--- config.mk ---
export PLATFORM = sky130hd
export DESIGN_NAME = line_buffer_ctrl
export DESIGN_NICKNAME = d
export VERILOG_FILES = /design/src/rtl/line_buf_pkg.sv /design/src/rtl/lbc_window_mux.sv /design/src/rtl/line_buffer_ctrl.sv
export SDC_FILE = /design/constraint.sdc
export NUM_CORES = 1
export LEC_CHECK = 0
export ABC_AREA = 1
export BUFFER_PORTS_ARGS = -buffer_cell sky130_fd_sc_hd__clkbuf_2
export CAP_MARGIN = 5
export CORE_MARGIN = 4
export CORE_UTILIZATION = 36
export CTS_BUF_LIST = sky130_fd_sc_hd__clkbuf_2
export DETAILED_ROUTE_END_ITERATION = 10
export GPL_ROUTABILITY_DRIVEN = 0
export SYNTH_ARGS = -nofsm -noshare
export SYNTH_HDL_FRONTEND = slang
export SYNTH_SLANG_ARGS = --single-unit
--- constraint.sdc ---
create_clock -name i_clk -period 5.7 [get_ports i_clk]
set_clock_uncertainty 0.1 [all_clocks]
set_input_delay 1.71 -clock i_clk [delete_from_list [all_inputs] [get_ports i_clk]]
set_output_delay 1.71 -clock i_clk [all_outputs]
set_load 0.01 [all_outputs]
--- src/rtl/line_buf_pkg.sv ---
// -----------------------------------------------------------------------------
// line_buf_pkg
// Shared constants, types and helpers for the line-buffer bank controller.
//   NUM_BUFS          : number of line buffers in the bank (fixed at 4)
//   pixel_width()     : pixel width derived from integer + fractional bits
//   lbc_state_e       : controller FSM states {IDLE, READ}
//   inc_mod4()        : wrap-around increment of a buffer selector
//   buf_slot()        : buffer index that is <offset> places after <base>
//   window_mask()     : read-enable mask for the three buffers of a window
// -----------------------------------------------------------------------------
package line_buf_pkg;

    localparam int unsigned NUM_BUFS             = 4;
    localparam int unsigned DEF_INTEGER_BITS     = 8;
    localparam int unsigned DEF_FIXED_POINT_BITS = 4;

    typedef logic [1:0] buf_sel_t;

    typedef enum logic {
        IDLE = 1'b0,
        READ = 1'b1
    } lbc_state_e;

    function automatic int unsigned pixel_width(input int unsigned int_bits,
                                                input int unsigned frac_bits);
        return int_bits + frac_bits;
    endfunction

    function automatic buf_sel_t inc_mod4(input buf_sel_t sel);
        return sel + 2'd1;
    endfunction

    // Two-bit arithmetic gives the modulo-4 wrap for free.
    function automatic buf_sel_t buf_slot(input buf_sel_t    base,
                                          input int unsigned offset);
        return base + buf_sel_t'(offset);
    endfunction

    function automatic logic [NUM_BUFS-1:0] window_mask(input buf_sel_t base);
        logic [NUM_BUFS-1:0] mask;
        mask = '0;
        for (int unsigned i = 0; i < 3; i++) begin
            mask[buf_slot(base, i)] = 1'b1;
        end
        return mask;
    endfunction

endpackage

--- src/rtl/lbc_window_mux.sv ---
// -----------------------------------------------------------------------------
// lbc_window_mux
// Combinational selector that gathers the 3-pixel outputs of the three buffers
// starting at i_rd_sel and stacks them into a 3x3 window, oldest line in MSBs.
//   i_rd_sel   : oldest buffer of the current window
//   i_buf_data : all four buffers' 3-pixel outputs, buffer k at slice k
//   o_window   : {buf[rd_sel], buf[rd_sel+1], buf[rd_sel+2]}
// -----------------------------------------------------------------------------
module lbc_window_mux
    import line_buf_pkg::*;
#(
    parameter int unsigned PW = 12
) (
    input  logic [1:0]        i_rd_sel,
    input  logic [4*3*PW-1:0] i_buf_data,
    output logic [9*PW-1:0]   o_window
);

    localparam int unsigned SW = 3 * PW;

    for (genvar i = 0; i < 3; i++) begin : g_row
        buf_sel_t slot;
        assign slot = buf_slot(i_rd_sel, i);
        assign o_window[(2-i)*SW +: SW] = i_buf_data[slot*SW +: SW];
    end

endmodule

--- src/rtl/line_buffer_ctrl.sv ---
// -----------------------------------------------------------------------------
// line_buffer_ctrl
// Sequencing controller for a four-line-buffer bank. Pixels are written into
// the buffers round-robin one line at a time; once three lines are resident the
// three oldest are read together as a 3x3 window stream, after which the read
// triple rotates by one buffer.
//
// Ports:
//   i_clk, i_rst     : clock, synchronous active-high reset
//   i_pixel_data     : incoming pixel (PW bits)
//   i_pixel_valid    : pixel present this cycle
//   o_pixel_ready    : pixel accepted when valid && ready
//   o_wr_data        : pixel to the buffers (pass-through)
//   o_wr_valid       : one-hot write strobe to the current write buffer
//   o_rd_en          : read-advance strobes, three bits set while reading
//   i_buf_data       : buffer k's 3-pixel output at slice k
//   o_window         : registered 3x3 window, oldest line in MSBs
//   o_window_valid   : o_window holds a new window
//   o_intr           : one-cycle pulse after a line of windows is finished
//   o_drop_cnt       : (LBC_DROP_CNT_EN only) saturating count of dropped pixels
//
// Optional feature macro: LBC_DROP_CNT_EN
// -----------------------------------------------------------------------------
module line_buffer_ctrl
    import line_buf_pkg::*;
#(
    parameter  int unsigned INTEGER_BITS     = DEF_INTEGER_BITS,
    parameter  int unsigned FIXED_POINT_BITS = DEF_FIXED_POINT_BITS,
    parameter  int unsigned LINE_WIDTH       = 512,
    localparam int unsigned PW               = INTEGER_BITS + FIXED_POINT_BITS
) (
    input  logic                       i_clk,
    input  logic                       i_rst,
    input  logic [PW-1:0]              i_pixel_data,
    input  logic                       i_pixel_valid,
    output logic                       o_pixel_ready,
    output logic [PW-1:0]              o_wr_data,
    output logic [NUM_BUFS-1:0]        o_wr_valid,
    output logic [NUM_BUFS-1:0]        o_rd_en,
    input  logic [NUM_BUFS*3*PW-1:0]   i_buf_data,
    output logic [9*PW-1:0]            o_window,
    output logic                       o_window_valid,
    output logic                       o_intr
`ifdef LBC_DROP_CNT_EN
    ,
    output logic [15:0]                o_drop_cnt
`endif
);

    // Line position counters; occupancy needs two more bits to reach 4 lines.
    localparam int unsigned CW = $clog2(LINE_WIDTH) + 1;
    localparam int unsigned TW = $clog2(LINE_WIDTH) + 3;

    localparam logic [CW-1:0] LAST_IDX = CW'(LINE_WIDTH - 1);
    localparam logic [TW-1:0] FULL_LVL = TW'(NUM_BUFS * LINE_WIDTH);
    localparam logic [TW-1:0] READ_LVL = TW'(3 * LINE_WIDTH);

    logic [CW-1:0]   wr_cnt_q,       wr_cnt_d;
    buf_sel_t        wr_sel_q,       wr_sel_d;
    logic [CW-1:0]   rd_cnt_q,       rd_cnt_d;
    buf_sel_t        rd_sel_q,       rd_sel_d;
    logic [TW-1:0]   total_cnt_q,    total_cnt_d;
    lbc_state_e      state_q,        state_d;
    logic [9*PW-1:0] window_q,       window_d;
    logic            window_valid_q, window_valid_d;
    logic            intr_q,         intr_d;

    logic            pixel_ready;
    logic            wr_fire;
    logic            rd_fire;
    logic [9*PW-1:0] mux_window;

    lbc_window_mux #(
        .PW (PW)
    ) u_window_mux (
        .i_rd_sel   (rd_sel_q),
        .i_buf_data (i_buf_data),
        .o_window   (mux_window)
    );

    // Write side and occupancy
    always_comb begin
        pixel_ready = (total_cnt_q < FULL_LVL);
        wr_fire     = i_pixel_valid && pixel_ready;
        rd_fire     = (state_q == READ);

        wr_cnt_d    = wr_cnt_q;
        wr_sel_d    = wr_sel_q;
        total_cnt_d = total_cnt_q;

        if (wr_fire) begin
            if (wr_cnt_q == LAST_IDX) begin
                wr_cnt_d = '0;
                wr_sel_d = inc_mod4(wr_sel_q);
            end else begin
                wr_cnt_d = wr_cnt_q + CW'(1);
            end
        end

        // Simultaneous write and read cancel out; bounds guard against wrap.
        unique case ({wr_fire, rd_fire})
            2'b10: if (total_cnt_q != FULL_LVL) total_cnt_d = total_cnt_q + TW'(1);
            2'b01: if (total_cnt_q != '0)       total_cnt_d = total_cnt_q - TW'(1);
            default: total_cnt_d = total_cnt_q;
        endcase
    end

    // Read FSM and window register inputs
    always_comb begin
        state_d        = state_q;
        rd_cnt_d       = rd_cnt_q;
        rd_sel_d       = rd_sel_q;
        intr_d         = 1'b0;
        window_d       = window_q;
        window_valid_d = 1'b0;

        unique case (state_q)
            IDLE: begin
                if (total_cnt_q >= READ_LVL) begin
                    state_d = READ;
                end
            end
            READ: begin
                window_d       = mux_window;
                window_valid_d = 1'b1;
                if (rd_cnt_q == LAST_IDX) begin
                    rd_cnt_d = '0;
                    rd_sel_d = inc_mod4(rd_sel_q);
                    state_d  = IDLE;
                    intr_d   = 1'b1;
                end else begin
                    rd_cnt_d = rd_cnt_q + CW'(1);
                end
            end
            default: state_d = IDLE;
        endcase
    end

    always_ff @(posedge i_clk) begin
        if (i_rst) begin
            wr_cnt_q       <= '0;
            wr_sel_q       <= '0;
            rd_cnt_q       <= '0;
            rd_sel_q       <= '0;
            total_cnt_q    <= '0;
            state_q        <= IDLE;
            window_q       <= '0;
            window_valid_q <= 1'b0;
            intr_q         <= 1'b0;
        end else begin
            wr_cnt_q       <= wr_cnt_d;
            wr_sel_q       <= wr_sel_d;
            rd_cnt_q       <= rd_cnt_d;
            rd_sel_q       <= rd_sel_d;
            total_cnt_q    <= total_cnt_d;
            state_q        <= state_d;
            window_q       <= window_d;
            window_valid_q <= window_valid_d;
            intr_q         <= intr_d;
        end
    end

    assign o_pixel_ready  = pixel_ready;
    assign o_wr_data      = i_pixel_data;
    assign o_wr_valid     = wr_fire ? (NUM_BUFS'(1) << wr_sel_q) : '0;
    assign o_rd_en        = rd_fire ? window_mask(rd_sel_q) : '0;
    assign o_window       = window_q;
    assign o_window_valid = window_valid_q;
    assign o_intr         = intr_q;

`ifdef LBC_DROP_CNT_EN
    logic [15:0] drop_cnt_q, drop_cnt_d;

    always_comb begin
        drop_cnt_d = drop_cnt_q;
        if (i_pixel_valid && !pixel_ready && (drop_cnt_q != 16'hFFFF)) begin
            drop_cnt_d = drop_cnt_q + 16'd1;
        end
    end

    always_ff @(posedge i_clk) begin
        if (i_rst) begin
            drop_cnt_q <= '0;
        end else begin
            drop_cnt_q <= drop_cnt_d;
        end
    end

    assign o_drop_cnt = drop_cnt_q;
`endif

endmodule

==> results of run 1 <==
[placed cells by master (no fill, tap or decap), types with 2 or more instances in the layout]
master,count
nand2_1,327
clkbuf_2,282
inv_1,235
o211ai_1,145
dfxtp_1,144
nand3_1,135
o21ai_0,125
a21oi_1,49
nor2_1,41
nand2_2,12
xor2_1,11
ha_1,10
buf_4,9
nor3_1,8
inv_2,5
nor2_2,5
nor3b_1,5
nand2_4,4
clkinv_1,4
nand4_1,3
nand3b_1,3
o21bai_1,3
nand3_2,3
inv_6,3
clkinv_2,3
nor2_4,2
o31ai_1,2
a31oi_1,2
bufinv_16,2
clkinvlp_4,2
dfxtp_4,2
[Yosys cell counts]
| cell type | n |
|---|---|
| nand2_4 | 4 |
| nor3_1 | 8 |
| nand3_1 | 135 |
| a21oi_1 | 49 |
| o31ai_1 | 2 |
| nand3_2 | 3 |
| o211ai_1 | 145 |
| o21bai_1 | 3 |
| inv_1 | 236 |
| o21bai_4 | 1 |
| o21ai_2 | 1 |
| nand2_1 | 327 |
| xor2_1 | 11 |
| buf_8 | 1 |
| nand2_2 | 12 |
| nand3b_1 | 3 |
| buf_4 | 13 |
| a21o_1 | 1 |
| xnor2_1 | 1 |
| a41o_1 | 1 |
| buf_6 | 2 |
| clkinv_1 | 1 |
| buf_2 | 31 |
| ha_1 | 11 |
| nor2_1 | 41 |
| buf_1 | 11 |
| o21ai_0 | 125 |
| dfxtp_1 | 147 |
| nor4b_1 | 1 |
| a31oi_1 | 2 |
| nor2_2 | 5 |
| inv_2 | 5 |
| nand4_1 | 3 |
| o21bai_2 | 1 |
| clkbuf_1 | 54 |
| o41ai_1 | 1 |
| nor2_4 | 2 |
| nor3b_1 | 5 |
[through the flow]
step / utilization, % / hold slack, ps / power [mW] / instance area [µm²]
3_3_place_gp: 42.1 / 359 / 2.04 / 10400
3_5_place_dp: 42.1 / 365 / 2.05 / 10400
5_1_grt: 43.1 / 409 / 2.82 / 10600
6_report: 43.1 / 389 / 2.62 / 10600
2_1_floorplan: - / 343 / 1.76 / 9090
4_1_cts: 43.0 / 387 / 2.67 / 10600
[registers in the layout, summed over array words and instances, names as in the netlist]
signal	flops
o_window	108
total_cnt_q	12
rd_cnt_q	10
wr_cnt_q	10
rd_sel_q	2
wr_sel_q	2
o_intr	1
o_window_valid	1
rd_fire	1
[cell families (layout without fill, tap and decap cells)]
group	after synthesis	after routing	share of synthesized area, %
buf+inv	354	547	15.9
fa+ha+maj	11	11	1.51
other cells	0	1	0
flops	147	147	32.4
simple gates	549	549	26.3
xor+xnor	12	12	1.16
compound gates	332	332	22.8
[cell type report]
type                            instances  area [µm²]  share of cell area (%)
Inverter                              242         911                    8.60
Multi-Input combinational cell        904        4710                    44.4
Timing Repair Buffer                  274        1390                    13.2
Sequential cell                       147        2950                    27.9
Tap cell                              324         405                    3.83
Clock inverter                         14         136                    1.29
Antenna cell                            1        2.50                  0.0236
Clock buffer                           17        85.1                   0.803
[tightest hold or removal path, delay by kind of cell, from the launching register on]
kind | cells | cell delay (ps)
flops | 1 | 380
buf+inv | 1 | 50
compound gates | 1 | 50
[per-layer routing]
metal | GRT usage [%] | vias up
met1 | 25.0 | 4168
met2 | 31.5 | 213
met5 | 0 | -
li1 | - | 4922
met4 | 3.84 | 0
met3 | 5.76 | 16
[worst min path at each step]
stage                              to  slack, ps  cells past startpoint         from
after floorplan           rd_cnt_q[0]        340                      2  rd_cnt_q[0]
after global placement    rd_cnt_q[8]        360                      1  rd_cnt_q[8]
after detailed placement  rd_cnt_q[0]        360                      2  rd_cnt_q[0]
after CTS                 rd_cnt_q[0]        390                      2  rd_cnt_q[0]
after global routing      rd_cnt_q[0]        410                      2  rd_cnt_q[0]
final                     rd_cnt_q[0]        390                      2  rd_cnt_q[0]
[where the power goes]
part	leakage [nW]	internal, mW	switching, mW
Clock	0.133	0.196	0.402
Combinational	4.10	0.286	0.456
Sequential	1.20	1.17	0.107
Total	5.43	1.65	0.966
==> flow_metrics.env, run 1 <==
export IMPL_layout_nets=1756
export IMPL_clock_latency_ps=690
export IMPL_cp_cell_sequence="inv_2, ha_2, nor2_1, clkbuf_2"
export IMPL_cp_required_ps=3890
export IMPL_die_area_mm2=0.0279
export IMPL_syn_cell_area_mm2=0.00909
export IMPL_numCtsBuffers=17
export IMPL_core_mm2=0.0246
export IMPL_wl_per_cell_um=14.2
export IMPL_dp_hpwl_um=20100
export IMPL_syn_instance_count=1405
export IMPL_finalCriticalPeriod_ps=4530
export IMPL_first_global_vias=8509
export IMPL_crit_end="o_rd_en[3]"
export IMPL_hold_path_class="register to register"
export IMPL_cts_buffer_depth=2
export IMPL_drt_pass1_iterations=5
export IMPL_slew_violations=0
export IMPL_wl_met1_um=12400
export IMPL_reg2reg_depth=8
export IMPL_peakVddDrop_mv=0.105
export IMPL_io_buffers=265
export IMPL_grt_pass1_wl_um=44300
export IMPL_fin_setup_tns_ps=0
export IMPL_rr_endpoint="o_window[43]"
export IMPL_routed_top_layer="met4"
export IMPL_clk_pin_slew_ps=230
export IMPL_yosysUniqueCellTypes=38
export IMPL_wl_met3_um=1910
export IMPL_synth_top_cell_area_share_pct=32.4
export IMPL_ys_seq_area_share_pct=32.4
export IMPL_drt_iter0_markers=498
export IMPL_rsz0062_at_grt="false"
export IMPL_place_ws_ps=1570
export IMPL_ant_nets=0
export IMPL_dr_total_vias=9319
export IMPL_ios=290
export IMPL_reg2reg_slack_ps=2040
export IMPL_wirelength_um=27400
export IMPL_start_util_pct=36.9
export IMPL_status="finished, final reports clean"
export IMPL_antenna_found_initial=1
export IMPL_arrival_ps=2720
export IMPL_crit_start="rd_sel_q[1]"
export IMPL_critical_path_max_stage_delay_ps=890
export IMPL_routed_wl_met2_um=12800
export IMPL_critPathMaxFanout=38
export IMPL_crit_path_start_kind="register"
export IMPL_cts_sinks=147
export IMPL_crit_type="register to output port"
export IMPL_yosysTopAreaCell="dfxtp_1"
export IMPL_layout_drive_gt1_share_pct=21.3
export IMPL_num_rows=57
export IMPL_final_setup_viol_count=0
export IMPL_path_depth=4
export IMPL_cpMaxStageDelayCell="dfxtp_2"
export IMPL_cap_violations=0
export IMPL_area_delta_synth_final_pct=16.5
export IMPL_finalCritPeriodShare_pct=79.5
export IMPL_htreeDepth=4
export IMPL_fin_ws_ps=1170
export IMPL_tightest_slew_ps=915
export IMPL_hold_viol_final=0
export IMPL_clock_fmax_mhz=221
export IMPL_synth_seq_cells=147
export IMPL_leakage_nw=5.43
export IMPL_rr_startpoint="rd_sel_q[1]"
export IMPL_grt_max_degree=113
export IMPL_cp_top_family="flip-flops"
export IMPL_yosysWarnings=0
export IMPL_avgSynthCellArea_um2=6.47
export IMPL_cts_resized=0
export IMPL_postCtsSetupBuffers=0
export IMPL_die_h_um=167
export IMPL_die_x_um=167
export IMPL_drc_errors=0
export IMPL_critPathBufInv=2
export IMPL_powerDensity_mw_per_mm2=247
export IMPL_cts_hold_buf=0
export IMPL_cts_tree="yes"
export IMPL_final_cells=1923
export IMPL_cts_root_buf="clkbuf_2"
export IMPL_gr_usage_all_layers_pct=19.1
export IMPL_dp_cells=1891
export IMPL_crit_path_end_kind="output port"
export IMPL_via_per_inst=4.85
export IMPL_synth_net_count=1575
export IMPL_grt_overflow=0
export IMPL_relSlewSlack_pct=39.0
export IMPL_fillers=2679
export IMPL_synth_area_leaders="dfxtp_1 32%, nand2_1 14%, o211ai_1 12%"
(Power assumes the default switching activity.)
==> run 2: changes to the inputs <==
Clock period 5.7 ns to 3.71 ns, I/O delays scaled along.
==> flow_metrics.env, run 2 (synthesis gave the netlist of run 1 again) <==
export IMPL_die_area_mm2=0.0279
export IMPL_start_util_pct=36.9
export IMPL_grt_pass1_wl_um=44700
export IMPL_arrival_ps=2220
export IMPL_place_ws_ps=767
export IMPL_first_global_vias=8671
export IMPL_final_area_mm2=0.0107
export IMPL_wl_per_cell_um=14.2
export IMPL_cp_required_ps=2500
export IMPL_clk_pin_slew_ps=250
export IMPL_ios=290
export IMPL_placed_cell_area_mm2=0.0104
export IMPL_via_per_inst=4.88
export IMPL_relSlewSlack_pct=35.8
export IMPL_grt_overflow=0
export IMPL_crit_path_end_kind="output port"
export IMPL_final_cell_mix="327 x nand2_1, 282 x clkbuf_2, 235 x inv_1"
export IMPL_slew_violations=0
export IMPL_swShare_pct=38.4
export IMPL_layout_drive_gt1_share_pct=21.6
export IMPL_cts_root_buf="clkbuf_2"
export IMPL_antenna_found_initial=1
export IMPL_die_h_um=167
export IMPL_cts_tree="yes"
export IMPL_dr_total_vias=9406
export IMPL_final_setup_viol_count=0
export IMPL_leakage_nw=5.45
export IMPL_clock_fmax_mhz=292
export IMPL_crit_type="register to output port"
export IMPL_rsz0062_at_grt="false"
export IMPL_switchingPower_mw=1.56
export IMPL_dp_hpwl_um=19800
export IMPL_final_common_cell="nand2_1"
export IMPL_finalCriticalPeriod_ps=3430
export IMPL_numCtsBuffers=17
export IMPL_postCtsSetupBuffers=0
export IMPL_htreeDepth=4
export IMPL_cts_buffer_depth=2
export IMPL_cts_sinks=147
export IMPL_powerDensity_mw_per_mm2=382
export IMPL_ant_nets=0
export IMPL_seqPwrFrac_pct=48.0
export IMPL_cts_resized=0
export IMPL_gr_usage_all_layers_pct=19.1
export IMPL_drt_iter0_markers=470
export IMPL_peakVddDrop_mv=0.211
export IMPL_die_x_um=167
export IMPL_finalCritPeriodShare_pct=92.5
export IMPL_cts_hold_buf=0
export IMPL_status="finished, final reports clean"
export IMPL_critPathMaxFanout=74
export IMPL_pwr_share_clk_pct=23.2
export IMPL_largest_register_ffs=108
export IMPL_core_mm2=0.0246
export IMPL_clock_latency_ps=740
export IMPL_io_buffers=265
export IMPL_final_core_util_pct=43.3
export IMPL_comb_power_share_pct=28.8
export IMPL_area_delta_synth_final_pct=17.2
export IMPL_cap_violations=0
export IMPL_wirelength_um=27300
export IMPL_num_rows=57
export IMPL_fin_ws_ps=280
export IMPL_drt_pass1_iterations=8
export IMPL_hold_path_class="register to register"
export IMPL_hold_viol_final=0
export IMPL_layout_nets=1758
export IMPL_crit_path_start_kind="register"
export IMPL_drc_errors=0
export IMPL_fin_setup_tns_ps=0
export IMPL_grt_max_degree=290
export IMPL_internal_power_mw=2.51
export IMPL_fillers=2629
export IMPL_tightest_slew_ps=963
-- run 2: cell types whose count changed in the layout (fill, tap and decap cells not counted), sizes merged --
cell | previous run | this run
buf | 9 | 11
bufinv | 2 | 1
clkinv | 8 | 4
clkinvlp | 2 | 3
inv | 244 | 249
-- run 2: critical path: stages (launching register included) --
cell	delay (ps)
dfxtp_2	390
buf_4	590
ha_1	320
nor2_1	60
clkbuf_2	130
-- run 2: layer usage --
layer | part of all wire (%) | vias to the layer above | track usage, %
met5 | 0 | - | 0
met2 | 46 | 233 | 31.2
met4 | 1.6 | 0 | 4.30
li1 | - | 4936 | -
met1 | 45 | 4209 | 24.7
met3 | 7.4 | 28 | 6.49
-- run 2: worst paths after layout --
| check | start | endpoint | slack [ps] | cells past startpoint |
|---|---|---|---|---|
| min | rd_cnt_q[0] | rd_cnt_q[0] | 390 | 2 |
| max reg2reg | rd_fire | total_cnt_q[8] | 1260 | 11 |
| min reg2reg | rd_cnt_q[0] | rd_cnt_q[0] | 390 | 2 |
| max | rd_sel_q[1] | o_rd_en[2] | 280 | 4 |
-- run 2: area by class of cell --
class	count	area [µm²]	share of cell area, %
multi-input combinational	904	4710	44.2
sequential	147	2950	27.7
timing repair buffer	276	1450	13.6
inverter	242	911	8.55
tap	324	405	3.80
clock inverter	15	145	1.36
clock buffer	17	85.1	0.798
antenna	1	2.50	0.0235
-- run 2: power by group through the flow --
stage	combinational [mW]	clock (mW)	sequential, mW
final	1.17	0.942	1.95
after global routing	1.32	1.06	1.98
after CTS	1.18	0.989	1.95
after detailed placement	1.18	0	1.98
after global placement	1.17	0	1.98
after floorplan	0.671	0	2.03
-- run 2: metrics by stage --
stage / cells / total power, mW / hold WS (ps)
2_1_floorplan: 1405 / 2.71 / 343
3_3_place_gp: 1893 / 3.15 / 355
3_5_place_dp: 1893 / 3.16 / 363
4_1_cts: 1925 / 4.12 / 392
5_1_grt: 1926 / 4.36 / 431
6_report: 1926 / 4.07 / 390
==> run 3: changes to the inputs <==
Settings changed: CORE_UTILIZATION 36 to 48, PLACE_DENSITY set to 0.79.
==> flow_metrics.env, run 3 (synthesis gave the netlist of run 1 again) <==
export IMPL_cts_root_buf="clkbuf_2"
export IMPL_ios=290
export IMPL_drt_pass1_iterations=5
export IMPL_ff_latch_area_mm2=0.00295
export IMPL_clk_pin_slew_ps=180
export IMPL_peakVddDrop_mv=0.203
export IMPL_ant_nets=0
export IMPL_grt_overflow=0
export IMPL_final_cells=1834
export IMPL_whs_path_depth=2
export IMPL_placed_cell_area_mm2=0.0103
export IMPL_cts_sinks=147
export IMPL_cts_resized=0
export IMPL_final_core_util_pct=56.8
export IMPL_leakage_nw=5.47
export IMPL_cts_tree="yes"
export IMPL_finalCriticalPeriod_ps=3370
export IMPL_rr_startpoint="rd_sel_q[1]"
export IMPL_dp_hpwl_um=18400
export IMPL_hold_path_class="register to register"
export IMPL_cts_hold_buf=0
export IMPL_reg2reg_depth=9
export IMPL_powerDensity_mw_per_mm2=396
export IMPL_dp_cells=1803
export IMPL_grt_max_degree=290
export IMPL_area_delta_synth_final_pct=16.5
export IMPL_final_common_cell="nand2_1"
export IMPL_drt_iter0_markers=540
export IMPL_rr_endpoint="o_window[40]"
export IMPL_io_buffers=265
export IMPL_cts_buffer_depth=2
export IMPL_die_h_um=146
export IMPL_crit_type="register to output port"
export IMPL_final_area_mm2=0.0106
export IMPL_rsz0062_at_grt="false"
export IMPL_clock_latency_ps=720
export IMPL_timing_hold_ws_ps=383
export IMPL_hold_start="rd_cnt_q[0]"
export IMPL_critPathMaxFanout=74
export IMPL_wirelength_um=25800
export IMPL_clock_fmax_mhz=297
export IMPL_final_cell_mix="327 x nand2_1, 283 x clkbuf_2, 235 x inv_1"
export IMPL_fin_ws_ps=342
export IMPL_fillers=1814
export IMPL_die_x_um=146
export IMPL_fin_setup_tns_ps=0
export IMPL_largest_register_ffs=108
export IMPL_arrival_ps=2160
export IMPL_core_mm2=0.0186
export IMPL_numCtsBuffers=17
export IMPL_crit_path_end_kind="output port"
export IMPL_num_rows=50
export IMPL_finalPower_mw=4.20
export IMPL_cap_violations=0
export IMPL_antenna_found_initial=2
export IMPL_min_to="rd_cnt_q[0]"
export IMPL_gr_usage_all_layers_pct=23.5
export IMPL_grt_pass1_wl_um=41700
export IMPL_dr_total_vias=9523
export IMPL_via_per_inst=5.19
export IMPL_first_global_vias=8507
export IMPL_status="finished, final reports clean"
export IMPL_hold_viol_final=0
export IMPL_slew_violations=0
export IMPL_cp_required_ps=2500
export IMPL_tightest_slew_ps=1090
export IMPL_die_area_mm2=0.0212
export IMPL_wl_per_cell_um=14.0
export IMPL_layout_drive_gt1_share_pct=21.4
export IMPL_postCtsSetupBuffers=0
export IMPL_crit_path_start_kind="register"
export IMPL_place_ws_ps=745
export IMPL_drc_errors=0
export IMPL_relSlewSlack_pct=27.4
export IMPL_finalCritPeriodShare_pct=90.8
export IMPL_start_util_pct=48.8
export IMPL_reg2reg_slack_ps=1290
export IMPL_multi_input_area_mm2=0.00471
export IMPL_htreeDepth=4
export IMPL_final_setup_viol_count=0
export IMPL_layout_nets=1758
[run 3: changes by cell type in the layout (fill, tap and decap cells not counted), sizes merged]
cell,before,now
clkinvlp,3,2
diode,1,2
bufinv,1,5
inv,249,242
clkbuf,282,283
[run 3: area by class of cell]
cell class | count | share of cell area [%]
flip-flops and latches | 147 | 27.9
well taps | 234 | 2.76
inverters | 242 | 8.60
repair buffers | 276 | 13.7
clock buffers | 18 | 0.851
clock inverters | 11 | 1.76
diodes | 2 | 0.0473
multi-input cells | 904 | 44.5
[run 3: worst max-delay path, stage by stage, from the launching register on]
cell      delay [ps]
dfxtp_2          370
buf_4            600
ha_1             270
nor2_1            70
clkbuf_2         140
[run 3: metal layers]
metal | vias up | track usage, % | part of all wire (%)
li1 | 4923 | - | -
met1 | 4222 | 28.7 | 43
met2 | 330 | 39.5 | 46
met3 | 48 | 7.38 | 8.1
met4 | 0 | 7.36 | 2.4
met5 | - | 0 | 0
[run 3: power breakdown]
part / switching (mW) / internal, mW / total, mW
logic: 0.698 / 0.444 / 1.14
registers: 0.176 / 1.80 / 1.98
clock network: 0.583 / 0.498 / 1.08
total: 1.46 / 2.74 / 4.20
[run 3: how the worst max path moves through the flow]
| stage | start | end | slack, ps | cells past startpoint |
|---|---|---|---|---|
| floorplan | i_pixel_valid | o_wr_valid[0] | 770 | 4 |
| global placement | i_pixel_valid | total_cnt_q[10] | 800 | 16 |
| detailed placement | i_pixel_valid | total_cnt_q[8] | 750 | 16 |
| CTS | rd_sel_q[1] | o_rd_en[2] | 240 | 4 |
| global route | rd_sel_q[1] | o_rd_en[2] | 100 | 4 |
| finish | rd_sel_q[1] | o_rd_en[2] | 340 | 4 |
